===== src/rtl/conv_weight_loader.sv =====
// Serial-to-parallel loader for conv kernel weights: one word per handshake,
// packed with word 0 at the LSBs of the flat weight bus.
//
// state  | meaning
// S_IDLE | waiting for load_start, no words accepted
// S_LOAD | accepting words into slot[load_count]
// S_DONE | full kernel set held on weights, weights_valid = 1
module conv_weight_loader #(
  parameter int NUM_WEIGHTS = 36,
  parameter int DATA_WIDTH  = 16,
  parameter int CNT_WIDTH   = 6
) (
  input  logic                              clk,
  input  logic                              rst_n,
  input  logic                              load_start,
  input  logic                              in_valid,
  input  logic [DATA_WIDTH-1:0]             in_data,
  output logic                              in_ready,
  output logic [CNT_WIDTH-1:0]              load_count,
  output logic                              weights_valid,
  output logic [NUM_WEIGHTS*DATA_WIDTH-1:0] weights
);

  typedef enum logic [1:0] {
    S_IDLE = 2'd0,
    S_LOAD = 2'd1,
    S_DONE = 2'd2
  } state_t;

  localparam logic [CNT_WIDTH-1:0] LAST_IDX = CNT_WIDTH'(NUM_WEIGHTS - 1);
  localparam logic [CNT_WIDTH-1:0] FULL_CNT = CNT_WIDTH'(NUM_WEIGHTS);

  state_t                              state_q, state_d;
  logic [CNT_WIDTH-1:0]                cnt_q, cnt_d;
  logic                                valid_q, valid_d;
  logic [NUM_WEIGHTS*DATA_WIDTH-1:0]   weights_q, weights_d;
  logic                                accept;

  always_ff @(posedge clk) begin
    if (!rst_n) begin
      state_q   <= S_IDLE;
      cnt_q     <= '0;
      valid_q   <= 1'b0;
      weights_q <= '0;
    end else begin
      state_q   <= state_d;
      cnt_q     <= cnt_d;
      valid_q   <= valid_d;
      weights_q <= weights_d;
    end
  end

  // load_start masks in_ready so a restart never swallows a beat
  assign in_ready = (state_q == S_LOAD) && !load_start;
  assign accept   = in_valid && in_ready;

  always_comb begin
    state_d   = state_q;
    cnt_d     = cnt_q;
    valid_d   = valid_q;
    weights_d = weights_q;
    case (state_q)
      S_IDLE: begin
        if (load_start) begin
          state_d = S_LOAD;
          cnt_d   = '0;
        end
      end
      S_LOAD: begin
        if (load_start) begin
          cnt_d = '0;
        end else if (accept) begin
          for (int k = 0; k < NUM_WEIGHTS; k++) begin
            if (cnt_q == CNT_WIDTH'(k)) begin
              weights_d[k*DATA_WIDTH +: DATA_WIDTH] = in_data;
            end
          end
          if (cnt_q == LAST_IDX) begin
            state_d = S_DONE;
            valid_d = 1'b1;
            cnt_d   = FULL_CNT;
          end else begin
            cnt_d = cnt_q + 1'b1;
          end
        end
      end
      S_DONE: begin
        if (load_start) begin
          state_d = S_LOAD;
          valid_d = 1'b0;
          cnt_d   = '0;
        end
      end
      default: begin
        state_d = S_IDLE;
        cnt_d   = '0;
        valid_d = 1'b0;
      end
    endcase
  end

  assign load_count    = cnt_q;
  assign weights_valid = valid_q;
  assign weights       = weights_q;

endmodule

===== config.mk =====
export PLATFORM = sky130hd
export DESIGN_NAME = conv_weight_loader
export DESIGN_NICKNAME = d
export VERILOG_FILES = /design/src/rtl/conv_weight_loader.sv
export SDC_FILE = /design/constraint.sdc
export NUM_CORES = 1
export LEC_CHECK = 0
export ABC_AREA = 0
export CORE_AREA = 4 4 235 237
export CTS_CLUSTER_DIAMETER = 60
export DETAILED_ROUTE_END_ITERATION = 10
export DIE_AREA = 0 0 239 241
export PLACE_DENSITY = 0.81
export SLEW_MARGIN = 20
export SYNTH_ARGS = -nofsm -noshare
export SYNTH_HDL_FRONTEND = slang
export SYNTH_SLANG_ARGS = --single-unit

===== constraint.sdc =====
create_clock -name clk -period 4.2 [get_ports clk]
set_input_delay 0.84 -clock clk [delete_from_list [all_inputs] [get_ports clk]]
set_output_delay 0.84 -clock clk [all_outputs]
set_load 0.02 [all_outputs]

==> results.yml <==
finish:
  layout_common_cells: "clkdlybuf4s50_1, dfxtp_1, nand2_1"
  syn_to_final_growth_pct: 38.4
  seq_area_sq_um: 11700
  fin_cells: 3285
  nFillCells: 4355
  multi_input_area_sq_um: 9000
  drive_gt1_frac: 0.0726
  fin_util: 0.561
  final_common_cell: "clkdlybuf4s50_1"
  nets: 2563
  diodes: 0
placement:
  placed_cells: 3173
  dp_slack_ns: 0.807
  globalplace.congestion: 0.833
  io_buffers: 603
  dp_hpwl_microns: 49900
power:
  power.density_nw_per_um2: 377
  ir_worst_vdd_uv: 311
  swShare: 0.225
  p_int_mw: 8.74
  switchingPower_mw: 2.54
  pwr-share-seq: 0.493
  clkPwrFrac: 0.475
  p_comb_frac: 0.032
  leakage_nw: 14.2
yosys:
  synth_nets: 2042
  synth_compound_area_frac: 0.00689
  synth_edf_count: 0
  synthSimpleGateAreaFrac: 0.137
  synth_top_family_by_area: "multiplexers"
  avgSynthCellArea_sq_um: 10.7
  syn_inst: 2018
  synth_flop_cell: "dfxtp_1"
  synth_fa_ha_area_frac: 0.00232
  synthArstFlopShare: 0
  synth_warnings: 0
  synthMuxAreaShare: 0.267
  synth_xor_area_frac: 0
  synth.cell_area_sq_um: 21600
  synth_cell_types: 48
  synth-seq-cells: 585
  ys_seq_area_frac: 0.542
detailed_routing:
  route.detailed.drc: 0
  ant_nets: 0
  route.vias.total: 17100
  viasPerCell: 5.20
  drt_iter0_drc: 1000
  drt_wl_total_microns: 76400
  firstDrtPassIters: 5
  wire_per_inst_microns: 23.3
grt:
  grt_max_degree: 245
  grt_antenna_before_repair: 3
  grt-ovfl-total: 0
  grtUsageTotal: 0.250
  met3_usage: 0.0732
  grt_busiest_layer: "met2"
  grt_pass1_wl_microns: 110000
  grt_pass1_vias: 17200
  use_met1: 0.313
  met2_usage: 0.407
clocking:
  cts_tree: "yes"
  cts_buffer_depth: 3
  cts_root_buffer: "clkbuf_16"
  htree_num_levels: 2
  cts_resized: 0
  post-cts-setup-buffer-count: 0
  cts_buffers: 60
  cts_sinks: 585
  clk_pin_slew_ns: 0.06
  cts_hold_buf: 0
  clock_latency_ns: 0.61
floorplanning:
  io_pins: 604
  die_x_microns: 239
  coreArea_sq_um: 53300
  dieArea_sq_um: 57600
  initial_core_util: 0.405
  rows: 85
  dieHeight_microns: 241
worst_setup_path:
  endpoint_kind: "output pin"
  crit_end: "in_ready"
  cp-startpoint: "load_start"
  cp.required_ns: 3.36
  r2r-end: "weights[376]"
  rrSetupSlack_ns: 1.52
  start_kind: "primary input"
  reg2reg_from: "load_count[4]"
  path_max_fanout: 7
  path_class: "primary input to output pin"
  cp_data_arrival_time_ns: 2.51
  worst-r2r-cell-count: 3
timing:
  setup_ws_ns: 0.852
  max_slew_margin: 0.232
  fin_setup_tns_ns: 0
  period_share: 0.797
  skew_ns: 0.0193
  min_period_ns: 3.35
  achievable-frequency_mhz: 299
  worstMarginPinSlew_ns: 1.15
  setup_viol: 0
  maxSlewViolCount: 0
  timing.hold.ws_ns: 0.456
  hold_viol: 0
  grt_setup_unrepaired: "false"
min_path:
  hp-start: "weights[574]"
  hold_class: "register to register"
job:
  drv_cap: 0
outcome:
  status: "finished, final reports clean"
state kept, by name, summed over array words and instances (netlist names):
signal / cells
load_count: 6
weights_valid: 1
state_q: 2
weights: 576
metal layers:
layer | wire length (microns) | vias to the layer above
met5 | 13 | -
met4 | 3370 | 2
met3 | 6310 | 203
met2 | 35600 | 743
met1 | 31100 | 8373
li1 | - | 7755
worst max-delay path: stages:
cell and delay [ns]:
clkdlybuf4s50_1 0.57, nor3b_1 0.41, clkdlybuf4s50_1 0.68
Yosys cell counts, types with 2 or more instances:
master	n	area, sq um
o2111ai_1	2	17.5
mux2i_1	577	5780
a21boi_0	3	22.5
dfxtp_1	585	11700
nand3_2	8	80.1
inv_1	2	7.51
nand2_1	596	2240
nor4b_4	2	47.6
o21ai_0	3	15.0
nand4_2	12	150
ha_1	4	50.1
buf_6	28	315
a211oi_1	2	15.0
buf_4	11	82.6
nor2b_1	2	12.5
nand4_4	5	106
buf_1	2	7.51
nand3_4	9	158
a31o_2	2	17.5
nor2_1	3	11.3
buf_2	13	65.1
and4_1	2	17.5
clkbuf_1	115	432
and4bb_2	3	37.5
nand3_1	4	20.0
power by group through the flow:
stage / sequential, mW / combinational, mW / clock, mW
CTS: 5.56 / 0.360 / 5.41
global placement: 5.68 / 0.354 / 0
floorplan: 5.69 / 0.186 / 0
finish: 5.56 / 0.361 / 5.36
global route: 5.56 / 0.377 / 5.65
detailed placement: 5.68 / 0.360 / 0
final cells by class:
cell class / instances / share of cell area
clock buffers: 93 / 0.0611
clock inverters: 19 / 0.00611
inverters: 3 / 0.000377
multi-input cells: 1258 / 0.301
flip-flops and latches: 585 / 0.392
well taps: 696 / 0.0291
repair buffers: 631 / 0.210
stage by stage:
| step | total power, mW | instance area [sq um] |
|---|---|---|
| 6_report | 11.3 | 29900 |
| 3_3_place_gp | 6.04 | 27900 |
| 2_1_floorplan | 5.87 | 21600 |
| 5_1_grt | 11.6 | 29900 |
| 4_1_cts | 11.3 | 29900 |
| 3_5_place_dp | 6.04 | 27900 |
worst min path at each step:
stage              endpoint  slack, ns  cells after the start
3_5_place_dp   weights[207]       0.45                      2
3_3_place_gp   weights[509]       0.44                      2
6_report       weights[574]       0.46                      2
4_1_cts        weights[440]       0.46                      2
5_1_grt         weights[38]       0.47                      2
2_1_floorplan  weights[496]       0.53                      2
cells by family (layout without fill, tap and decap cells):
family                     Yosys count  count (layout)
AOI/OAI and AO/OA                   20              20
and+or+nand+nor                    657             657
adders and majority gates            4               4
buffers and inverters              175             746
DFF                                585             585
muxes                              577             577
Power figures use the tool's default switching activity.
